<file path="src/rtl/instr_sequencer_if.sv">
// Memory handshake bundle for instr_sequencer.
//   mem_req   : request, driven by the sequencer (master)
//   mem_addr  : word address, driven by the sequencer
//   mem_ack   : completion, driven by memory (slave); only meaningful while mem_req=1
//   mem_rdata : read data, driven by memory; sampled on the cycle mem_req & mem_ack
interface instr_sequencer_if #(
  parameter int PC_WIDTH = 8
);
  logic                mem_req;
  logic [PC_WIDTH-1:0] mem_addr;
  logic                mem_ack;
  logic [15:0]         mem_rdata;

  modport master (output mem_req, mem_addr, input mem_ack, mem_rdata);
  modport slave  (input mem_req, mem_addr, output mem_ack, mem_rdata);
endinterface

</file>
<file path="src/rtl/instr_sequencer.sv">
// instr_sequencer: multi-cycle FETCH/DECODE/EXEC/WB sequencer.
// Owns pc and ir, fetches over a req/ack memory handshake, gates the control
// unit with exec_en / wb_en, and resolves JMP (E), JZ (D), LOAD (8), HALT (F).
//
// Ports:
//   clk, reset   : rising-edge clock, synchronous active-high reset
//   run          : level; permits starting/continuing execution
//   flag         : datapath zero flag, sampled in WB for JZ
//   mem          : instr_sequencer_if.master (mem_req/mem_addr/mem_ack/mem_rdata)
//   ir, opcode   : instruction register and ir[15:12]
//   phase        : current state (IDLE=0 FETCH=1 DECODE=2 EXEC=3 WB=4 HALT=5)
//   exec_en      : high in EXEC
//   wb_en        : high for the single WB cycle
//   halted       : high in HALT
//   fault        : sticky memory-timeout indication
//   instr_count  : retired-instruction counter (counts in WB)
//
// Optional feature: define SEQ_TIMEOUT_EN to enable a memory wait timeout of
// MEM_TIMEOUT cycles in FETCH and LOAD EXEC; otherwise waits forever, fault=0.
module instr_sequencer #(
  parameter int PC_WIDTH    = 8,
  parameter int MEM_TIMEOUT = 15
) (
  input  logic                clk,
  input  logic                reset,
  input  logic                run,
  input  logic                flag,
  instr_sequencer_if.master   mem,
  output logic [15:0]         ir,
  output logic [3:0]          opcode,
  output logic [2:0]          phase,
  output logic                exec_en,
  output logic                wb_en,
  output logic                halted,
  output logic                fault,
  output logic [15:0]         instr_count
);

  typedef enum logic [2:0] {
    S_IDLE   = 3'd0,
    S_FETCH  = 3'd1,
    S_DECODE = 3'd2,
    S_EXEC   = 3'd3,
    S_WB     = 3'd4,
    S_HALT   = 3'd5
  } state_t;

  localparam logic [3:0] OP_LOAD = 4'h8;
  localparam logic [3:0] OP_JZ   = 4'hD;
  localparam logic [3:0] OP_JMP  = 4'hE;
  localparam logic [3:0] OP_HALT = 4'hF;

  if (PC_WIDTH < 1 || PC_WIDTH > 12) begin : g_pcw_chk
    $error("PC_WIDTH must be 1..12 so the address field fits below the opcode");
  end
  if (MEM_TIMEOUT < 1) begin : g_to_chk
    $error("MEM_TIMEOUT must be at least 1");
  end

  state_t              state, state_nxt;
  logic [PC_WIDTH-1:0] pc;
  logic                is_load;
  logic                timeout;

  assign is_load = (ir[15:12] == OP_LOAD);

  // ---------------------------------------------------------------------------
  // Optional memory wait timeout
  // ---------------------------------------------------------------------------
`ifdef SEQ_TIMEOUT_EN
  localparam int TW = $clog2(MEM_TIMEOUT + 1);
  logic [TW-1:0] wait_cnt;
  logic          waiting;

  assign waiting = (state == S_FETCH) || (state == S_EXEC && is_load);
  // The cycle holding count MEM_TIMEOUT-1 is the MEM_TIMEOUT-th wait cycle;
  // an ack in that cycle still wins over the timeout.
  assign timeout = waiting && !mem.mem_ack && (wait_cnt == TW'(MEM_TIMEOUT - 1));

  // Every state that precedes FETCH or LOAD EXEC is a non-waiting state, so
  // clearing while not waiting gives a fresh count on each entry.
  always_ff @(posedge clk) begin
    if (reset || !waiting || mem.mem_ack) wait_cnt <= '0;
    else                                  wait_cnt <= wait_cnt + TW'(1);
  end

  always_ff @(posedge clk) begin
    if (reset)        fault <= 1'b0;
    else if (timeout) fault <= 1'b1;
  end
`else
  assign timeout = 1'b0;
  assign fault   = 1'b0;
`endif

  // ---------------------------------------------------------------------------
  // FSM: state register
  // ---------------------------------------------------------------------------
  always_ff @(posedge clk) begin
    if (reset) state <= S_IDLE;
    else       state <= state_nxt;
  end

  // ---------------------------------------------------------------------------
  // FSM: next state
  // ---------------------------------------------------------------------------
  always_comb begin
    state_nxt = S_IDLE;
    case (state)
      S_IDLE:   state_nxt = run ? S_FETCH : S_IDLE;
      S_FETCH: begin
        if (mem.mem_ack)  state_nxt = S_DECODE;
        else if (timeout) state_nxt = S_HALT;
        else              state_nxt = S_FETCH;
      end
      S_DECODE: state_nxt = (ir[15:12] == OP_HALT) ? S_HALT : S_EXEC;
      S_EXEC: begin
        if (!is_load)     state_nxt = S_WB;
        else if (mem.mem_ack) state_nxt = S_WB;
        else if (timeout) state_nxt = S_HALT;
        else              state_nxt = S_EXEC;
      end
      S_WB:     state_nxt = run ? S_FETCH : S_IDLE;
      S_HALT:   state_nxt = S_HALT;
      default:  state_nxt = S_IDLE;  // encodings 6/7 recover to IDLE
    endcase
  end

  // ---------------------------------------------------------------------------
  // FSM: outputs, decoded from registered state only
  // ---------------------------------------------------------------------------
  always_comb begin
    mem.mem_req  = 1'b0;
    mem.mem_addr = pc;
    exec_en      = 1'b0;
    wb_en        = 1'b0;
    halted       = 1'b0;
    case (state)
      S_FETCH: mem.mem_req = 1'b1;
      S_EXEC: begin
        exec_en = 1'b1;
        if (is_load) begin
          mem.mem_req  = 1'b1;
          mem.mem_addr = ir[PC_WIDTH-1:0];
        end
      end
      S_WB:    wb_en  = 1'b1;
      S_HALT:  halted = 1'b1;
      default: ;
    endcase
  end

  assign phase  = state;
  assign opcode = ir[15:12];

  // ---------------------------------------------------------------------------
  // Architectural registers
  // ---------------------------------------------------------------------------
  always_ff @(posedge clk) begin
    if (reset) begin
      ir <= '0;
    end else if (state == S_FETCH && mem.mem_ack) begin
      ir <= mem.mem_rdata;
    end
  end

  always_ff @(posedge clk) begin
    if (reset) begin
      pc          <= '0;
      instr_count <= '0;
    end else if (state == S_WB) begin
      instr_count <= instr_count + 16'd1;
      if (ir[15:12] == OP_JMP || (ir[15:12] == OP_JZ && flag))
        pc <= ir[PC_WIDTH-1:0];
      else
        pc <= pc + PC_WIDTH'(1);
    end
  end

endmodule
</file>
<file path="src/flat_wrapper.sv">
// flat-port wrapper written by rule: the top's interface ports become plain ports
module instr_sequencer_flat 
#(
  parameter int PC_WIDTH    = 8,
  parameter int MEM_TIMEOUT = 15
)
  (clk, reset, run, flag, ir, opcode, phase, exec_en, wb_en, halted, fault, instr_count, mem_mem_req, mem_mem_addr, mem_mem_ack, mem_mem_rdata);
  instr_sequencer_if #(.PC_WIDTH(PC_WIDTH)) mem_i ();
  input  logic clk;
  input  logic reset;
  input  logic run;
  input  logic flag;
  output logic [15:0] ir;
  output logic [3:0] opcode;
  output logic [2:0] phase;
  output logic exec_en;
  output logic wb_en;
  output logic halted;
  output logic fault;
  output logic [15:0] instr_count;
  output wire logic [$bits(mem_i.mem_req)-1:0] mem_mem_req;
  output wire logic [$bits(mem_i.mem_addr)-1:0] mem_mem_addr;
  input wire logic [$bits(mem_i.mem_ack)-1:0] mem_mem_ack;
  input wire logic [$bits(mem_i.mem_rdata)-1:0] mem_mem_rdata;
  assign mem_mem_req = mem_i.mem_req;
  assign mem_mem_addr = mem_i.mem_addr;
  assign mem_i.mem_ack = mem_mem_ack;
  assign mem_i.mem_rdata = mem_mem_rdata;
  instr_sequencer #(.PC_WIDTH(PC_WIDTH), .MEM_TIMEOUT(MEM_TIMEOUT)) u_core (.clk(clk), .reset(reset), .run(run), .flag(flag), .mem(mem_i), .ir(ir), .opcode(opcode), .phase(phase), .exec_en(exec_en), .wb_en(wb_en), .halted(halted), .fault(fault), .instr_count(instr_count));
endmodule
</file>
<file path="config.mk">
export PLATFORM = sky130hd
export DESIGN_NAME = instr_sequencer_flat
export DESIGN_NICKNAME = d
export VERILOG_FILES = /design/src/rtl/instr_sequencer_if.sv /design/src/rtl/instr_sequencer.sv /design/src/flat_wrapper.sv
export SDC_FILE = /design/constraint.sdc
export NUM_CORES = 1
export LEC_CHECK = 0
export ABC_AREA = 1
export CAP_MARGIN = 10
export CORE_MARGIN = 2
export CORE_UTILIZATION = 30
export CTS_CLUSTER_DIAMETER = 100
export CTS_CLUSTER_SIZE = 14
export DETAILED_ROUTE_END_ITERATION = 10
export PLACE_DENSITY = 0.52
export SETUP_SLACK_MARGIN = 0.4
export SYNTH_ARGS = -nofsm -noshare
export SYNTH_HDL_FRONTEND = slang
export SYNTH_SLANG_ARGS = --single-unit
</file>
<file path="constraint.sdc">
create_clock -name clk -period 1.4 [get_ports clk]
set_input_delay 0.28 -clock clk [delete_from_list [all_inputs] [get_ports clk]]
set_output_delay 0.28 -clock clk [all_outputs]
set_load 0.005 [all_outputs]
</file>
Word level (Yosys, flattened, before mapping)
Cells that the tools add are included.
- flip-flop bits (word level): 43
- bits of input ports: 21
- output and inout bits: 52
- word-level logic and storage cells: 34
- add/sub/neg operators: 2
- equal/unequal tests: 9
- muxes and demuxes: 14
- reductions and logical operators: 5
- operator list (operator ; count):
    $mux W8 ; 3
    $add A16 B1 Y16 const B ; 1
    $eq A4 B4 Y1 const B ; 4
    $pmux W3 S5 ; 1
    $mux W3 ; 3
    $add A8 B1 Y8 const B ; 1
    $eq A3 B2 Y1 const B ; 2
    $eq A3 B3 Y1 const B ; 2
    $mux W1 ; 5
    $eq A3 B1 Y1 const B ; 1
    $logic_not A3 Y1 ; 1
    $logic_and A1 B1 Y1 ; 2
    $mux W2 ; 1
    $pmux W1 S2 ; 1
    $reduce_or A2 Y1 ; 1
    $logic_or A1 B1 Y1 ; 1

Depth between registers and ports, before layout
Gate-level depths: netlist (run 1).
- depth in word-level cells: 4
- depth in mapped cells: 8
- mapped depth without buffers: 8

Worst setup path after synthesis (run 1)
No wires, ideal clock.
- path type: flip-flop to output port
- from: reg u_core.state[1], in the netlist u_core.phase[1]
- to: out mem_mem_addr[3]
- data arrival time: 1101 ps
- data required time: 1120 ps
- slack: 19 ps
- cell stages (with the launch flop): 6
- path buffers: 1
- cell sequence: dfxtp_1 -> inv_1 -> nor3_4 -> buf_4 -> nand2_1 -> o21ai_0
- word-level cells in the longest chain between the ends: 2
- ends and longest elaborated chain (element ; line ; RTL):
    start, declared ; instr_sequencer.sv:60 ; state_t state, state_nxt;
    start signal, assigned ; instr_sequencer.sv:101 ; else state <= state_nxt;
    $eq A3 B2 Y1 ; instr_sequencer.sv:138 ; case (state)
    $mux W8 ; instr_sequencer.sv:138 ;
    end, declared ; flat_wrapper.sv:22 ; output wire logic [$bits(mem_i.mem_addr)-1:0] mem_mem_addr;
No other way between the ends.

Worst setup path in the final report (run 1)
- from: reg u_core.ir[12]
- to: out mem_mem_addr[0]
- word-level cells in the longest chain between the ends: 3
- ends and longest elaborated chain (element ; line ; RTL):
    start, declared ; instr_sequencer.sv:29 ; output logic [15:0] ir,
    start signal, assigned ; instr_sequencer.sv:163 ; ir <= mem.mem_rdata;
    $eq A4 B4 Y1 ; instr_sequencer.sv:65 ; assign is_load = (ir[15:12] == OP_LOAD);
    $mux W8 ; instr_sequencer.sv:142 ; if (is_load) begin
    $mux W8 ; instr_sequencer.sv:138 ;
No other way between the ends.

==> results of run 1 <==
## cells in the final DEF, fill, tap and decap left out, drive strengths merged
master,n
nor3,3
conb,1
nand2,70
clkbuf,7
ha,2
o21ai,37
o221ai,1
nand3,19
nand4,5
inv,40
a21oi,25
o21a,1
nor2,53
clkdlybuf4s50,20
clkinv,1
bufbuf,1
xor2,3
o211ai,2
or2,1
a31oi,1
dfxtp,43
o21bai,1
buf,165
clkinvlp,2
## report_power, final
part / switching, uW / total [uW] / internal (uW)
clock network: 434 / 833 / 399
logic: 336 / 806 / 470
registers: 40.9 / 1310 / 1270
## worst register-to-register path, stage by stage (launching register included)
cell and delay, ps:
dfxtp_4 360, buf_4 130, buf_6 100, buf_6 100
buf_6 100, buf_6 120, nand2_4 50, nand3_4 120
buf_6 160, buf_6 130, nand2_1 80, o21ai_2 50
o21ai_1 120, inv_1 50
## how the worst min path moves through the flow
stage                               start                          to  slack, ps  depth (start not counted)
2_1_floorplan           mem_mem_rdata[12]  u_core.ir[12]$_SDFFE_PP0N_        420                          2
3_3_place_gp    u_core.pc[7]$_SDFFE_PP0N_   u_core.pc[7]$_SDFFE_PP0N_        470                          2
3_5_place_dp    u_core.pc[7]$_SDFFE_PP0N_   u_core.pc[7]$_SDFFE_PP0N_        480                          2
4_1_cts         u_core.ir[9]$_SDFFE_PP0N_   u_core.ir[9]$_SDFFE_PP0N_        480                          2
5_1_grt        u_core.ir[11]$_SDFFE_PP0N_  u_core.ir[11]$_SDFFE_PP0N_        510                          2
6_report        u_core.ir[9]$_SDFFE_PP0N_   u_core.ir[9]$_SDFFE_PP0N_        480                          2
## kinds of logic after synthesis
| logic type | synth area share, % |
|---|---|
| AO/OA/AOI/OAI | 16.12 |
| XOR/XNOR | 1.192 |
| adder cells (fa/ha/maj) | 1.135 |
| buffers and inverters | 11.63 |
| flip-flops | 39.05 |
| other | 0.1701 |
| AND/OR/NAND/NOR | 30.70 |
## layout make-up
| cell class | count | area [um^2] | share of cell area (%) |
|---|---|---|---|
| timing repair buffer | 186 | 1773 | 38.76 |
| multi-input combinational | 225 | 1476 | 32.28 |
| sequential | 43 | 934.6 | 20.43 |
| inverter | 41 | 167.7 | 3.665 |
| tap | 99 | 123.9 | 2.708 |
| clock buffer | 7 | 86.33 | 1.887 |
| timing repair inverter | 1 | 7.507 | 0.1641 |
| clock inverter | 1 | 5.005 | 0.1094 |
## state kept, by name (all words and copies together) (netlist names)
register and cells:
u_core.instr_count 16, u_core.phase 3, u_core.ir 16, u_core.pc 8
## per-layer routing
layer	track usage, %	part of all wire, %	vias up
met2	33.21	50	63
met4	6.923	1.1	0
met3	4.526	4.0	9
li1	-	-	1389
met5	0	0	-
met1	24.25	45	1279
## what timing repair did
action                                  4_1_cts  5_1_grt
pin swaps                                    33       20
resized for setup                           369       50
hold endpoints to repair                      0        0
gates cloned                                  3        0
endpoints found under the setup margin       94       94
setup buffers                                61       11
## through the flow
stage / util, % / setup TNS (ps) / area, um^2 / setup WS, ps
CTS: 59.95 / -9321 / 4302 / -516.6
finish: 63.75 / -10940 / 4574 / -583.3
detailed placement: 47.11 / -6906 / 3381 / -482.0
global placement: 47.11 / -6317 / 3381 / -444.5
floorplan: - / 0 / 2346 / 75.81
global route: 63.75 / -13830 / 4574 / -647.0
==> impl_metrics.toml, run 1 <==
[synthesis]
ys_warn_count = 0
syn_inst = 325
synth_cell_types = 30
async_flop_share_pct = 0
synth_seq_area_share_pct = 39.05
synth-edff-count = 0
avgSynthCellArea_um2 = 6.783
synth_most_common_cell = "nand2_1"
synthTopCellsByArea = "dfxtp_1, nand2_1, o21ai_0"
yosys_most_used_dff = "dfxtp_1"
synth_nets = 348
ys_seq_elements = 43
yosysTopAreaCellShare_pct = 39.05
synth_top_cell_by_area = "dfxtp_1"
syn_area_um2 = 2205
synth_common_cells = "nand2_1, nor2_1, dfxtp_1, inv_1, o21ai_0"

[final_layout]
fillers = 631
final_layout_size_suffix_gt1_share_pct = 59.72
nets = 526
final_cells = 603
syn_to_final_growth_pct = 107.5
diodes = 0

[worst_setup_path]
critPathCaptureType = "primary output"
path_delay_family = "buffers and inverters"
critical_path.max_stage_delay_ps = 360
crit_chain = "nor2_4 -> nand3_4 -> nor3_4 -> buf_4 -> buf_6 -> buf_6 -> nand2_1 -> o21ai_1 -> buf_2"
cp_num_cells = 9
r2r-start = "u_core.ir[12]$_SDFFE_PP0N_"
crit_fanout = 4
reg2reg_depth = 13
cpMostUsedCell = "buf_6"
slowest_stage = "dfxtp_4"
r2r_end = "u_core.pc[0]$_SDFFE_PP0N_"
worstPathArrival_ps = 1700
required_ps = 1120
crit_buf_inv = 4
critPathLaunchType = "register"
crit_start = "u_core.ir[12]$_SDFFE_PP0N_"
critPathKind = "register to primary output"
reg2reg_slack_ps = -360
worstSetupEndpoint = "mem_mem_addr[0]"

[clock_network]
clk-insertion-delay-late_ps = 300
cts_made_buffers = 5
holdBufCountCts = 0
cts_num_sinks = 43
cts_root_buffer = "clkbuf_8"
h-tree-depth = 2
clk_pin_slew_ps = 80
clk_path_buf_depth = 2
cts_tree = "yes"

[pwr]
p_leak_uw = 0.002155
power_uw = 2946
cellPowerDensity_nw_per_um2 = 644.1
vdd_ir_drop_max_mv = 0.4034

[timing]
max_freq_mhz = 504.2
slew_viol_final = 0
skew_ps = 9.640
hold_slack_ps = 482.7
final-setup-viol-count = 41
rsz0062_at_grt = "yes"
period_needed_ps = 1983
fin_ws_ps = -583.3
timing.final.crit_share_pct = 141.7
hold_violations = 0

[outcome]
violations = "setup timing"
status = "finished with violations"

[run]
maxCapViolCount = 0

[placement]
hpwl_mm = 4.804
io_buffers = 71
dp.cells = 520
globalplace.congestion = 0.7677

[detailed_routing]
ant_nets = 0
wire_per_inst_um = 13.21
drcViolationCount = 0
firstDrtPassIters = 4
vias_per_cell = 4.544
routed_wl_mm = 7.963
drtIter0Drc = 111
num_vias = 2740

[worst_hold_path]
hold_path.class = "register to register"

[floorplanning]
die_w_um = 89.73
coreArea_um2 = 7176
chipHeight_um = 89.73
ioPinCount = 73
rows = 31
start_util_pct = 30.72
dieArea_um2 = 8051

[global_route]
grt_antenna_before_repair = 0
grt.total_usage_pct = 19.51
overflow = 0
grt_max_degree = 21
grt_pass1_vias = 2660
grt_pass1_wl_mm = 12.85
(Power assumes the default switching activity.)
==> inputs of run 2 (changes only) <==
--- a/config.mk
+++ b/config.mk
@@ -14,6 +14,7 @@
 export DETAILED_ROUTE_END_ITERATION = 10
 export PLACE_DENSITY = 0.52
 export SETUP_SLACK_MARGIN = 0.4
+export SLEW_MARGIN = 30
 export SYNTH_ARGS = -nofsm -noshare
 export SYNTH_HDL_FRONTEND = slang
 export SYNTH_SLANG_ARGS = --single-unit
==> results of run 2 <==
No change in the layout: final DEF, timing and power equal those of run 1.
==> inputs of run 3 (changes only) <==
--- a/config.mk
+++ b/config.mk
@@ -12,7 +12,8 @@
 export CTS_CLUSTER_DIAMETER = 100
 export CTS_CLUSTER_SIZE = 14
 export DETAILED_ROUTE_END_ITERATION = 10
-export PLACE_DENSITY = 0.52
+export DONT_BUFFER_PORTS = 1
+export PLACE_DENSITY = 0.4
 export SETUP_SLACK_MARGIN = 0.4
 export SLEW_MARGIN = 30
 export SYNTH_ARGS = -nofsm -noshare
==> run 3 against run 2 <==
  * The run still ends with setup timing left
  * Via count is 21% lower
  * Clock skew decreased by 3.8 ps
  * Sequential cell count is the same
  * Global-route usage fell by 2.9 points
  * Wire length decreased by 19%
  * Sequential share of layout area grew 9.1 points
  * Cell area down 31%
  * Clock power rose by 26%
  * Highest routed layer unchanged
==> impl_metrics.toml, run 3 (synthesis gave the netlist of run 1 again) <==
[detailed_routing]
wire_per_inst_um = 14.03
drtIter0Drc = 73
vias_per_cell = 4.689
ant_nets = 0
routed_wl_mm = 6.455
firstDrtPassIters = 4
drcViolationCount = 0
num_vias = 2157

[placement]
io_buffers = 0
globalplace.congestion = 0.7716
dp.cells = 435
hpwl_mm = 4.625

[clock_network]
h-tree-depth = 2
cts_num_sinks = 43
clk_pin_slew_ps = 90
cts_root_buffer = "clkbuf_8"
clk-insertion-delay-late_ps = 290
cts_made_buffers = 5
cts_tree = "yes"
clk_path_buf_depth = 2

[pwr]
cellPowerDensity_nw_per_um2 = 857.5
power_uw = 2715
vdd_ir_drop_max_mv = 0.3984
p_leak_uw = 0.001343

[final_layout]
final_cell_mix = "nand2_1, nor2_1, inv_1"
top_regs = "u_core.instr_count (16), u_core.ir (16), u_core.pc (8)"
layout_commonest_cell = "nand2_1"
nets = 383
syn_to_final_growth_pct = 43.64
diodes = 0
final_layout_size_suffix_gt1_share_pct = 41.27
final_cells = 460
final_core_util_pct = 44.13

[timing]
hold_violations = 0
final-setup-viol-count = 10
rsz0062_at_grt = "yes"
fin_ws_ps = -296.7
timing.final.crit_share_pct = 121.2
max_freq_mhz = 589.4
skew_ps = 5.826
slew_viol_final = 0
period_needed_ps = 1697

[floorplanning]
ioPinCount = 73
dieArea_um2 = 8051
start_util_pct = 30.72
die_w_um = 89.73
rows = 31
coreArea_um2 = 7176
chipHeight_um = 89.73

[worst_setup_path]
critPathKind = "register to primary output"
critPathLaunchType = "register"
slowest_stage = "dfxtp_4"
critical_path.max_stage_delay_ps = 360
worstPathArrival_ps = 1420
crit_chain = "nor2_4 -> nand3_4 -> nor3_4 -> buf_6 -> nand2_4 -> o21ai_2"
reg2reg_depth = 8
crit_fanout = 5
required_ps = 1120
critPathCaptureType = "primary output"

[global_route]
overflow = 0
grt_pass1_vias = 2131
grt_max_degree = 15
grt.total_usage_pct = 16.60
grt_pass1_wl_mm = 10.90
grt_antenna_before_repair = 0

[run]
maxCapViolCount = 0

[worst_hold_path]
worstHoldPathCells = 1
hold_path.class = "input port to register"

[outcome]
status = "finished with violations"
violations = "setup timing"
-- run 3: final timing paths --
kind | startpoint | to | slack, ps
setup / recovery | u_core.ir[13]$_SDFFE_PP0N_ | mem_mem_addr[3] | -300
hold / removal | reset | u_core.phase[0]$_SDFF_PP0_ | 30
setup reg to reg | u_core.ir[13]$_SDFFE_PP0N_ | u_core.phase[1]$_SDFF_PP0_ | -70
hold reg to reg | u_core.pc[7]$_SDFFE_PP0N_ | u_core.pc[7]$_SDFFE_PP0N_ | 490
-- run 3: critical path: cells and delay by family, from the launching register on --
family	cells	cell delay, ps
flops	1	360
compound gates	1	60
buf+inv	1	200
simple gates	4	490
-- run 3: where the power goes --
part | switching [uW] | leakage, uW | total, uW | internal, uW
Clock | 476 | 0.0000607 | 1050 | 569
Combinational | 189 | 0.000914 | 342 | 153
Sequential | 67.3 | 0.000368 | 1330 | 1260
Total | 732 | 0.00134 | 2720 | 1980
-- run 3: final cells by class --
| cell class | instances | area [um^2] |
|---|---|---|
| inverters | 41 | 166.4 |
| repair buffers | 44 | 454.2 |
| flip-flops and latches | 43 | 935.9 |
| clock inverters | 1 | 7.507 |
| fillers | 740 | 4009 |
| well taps | 99 | 123.9 |
| clock buffers | 7 | 118.9 |
| multi-input cells | 225 | 1360 |
-- run 3: through the flow --
stage                     hold slack, ps  TNS, ps  instance area, um^2  setup WS, ps
after floorplan                    424.3        0                 2346         75.81
after global placement             346.8        0                 2552         4.026
after detailed placement           346.1   -116.2                 2552        -37.82
final                              26.12    -2400                 3167        -296.7
after CTS                          19.05    -2382                 3049        -300.1
after global routing               7.954    -3971                 3167        -398.1
-- run 3: per-layer routing --
layer / vias up / routed length, um / global-route usage (%)
li1: 1110 / - / -
met3: 10 / 371 / 5.029
met5: - / 0 / 0
met2: 58 / 2824 / 25.13
met1: 979 / 3135 / 22.48
met4: 0 / 123 / 5.897
-- run 3: what timing repair did --
item / CTS / global route
hold buffers: 0 / 0
resized for setup: 88 / 32
endpoints found under the setup margin: 79 / 77
pin swaps: 12 / 7
setup buffers: 15 / 2
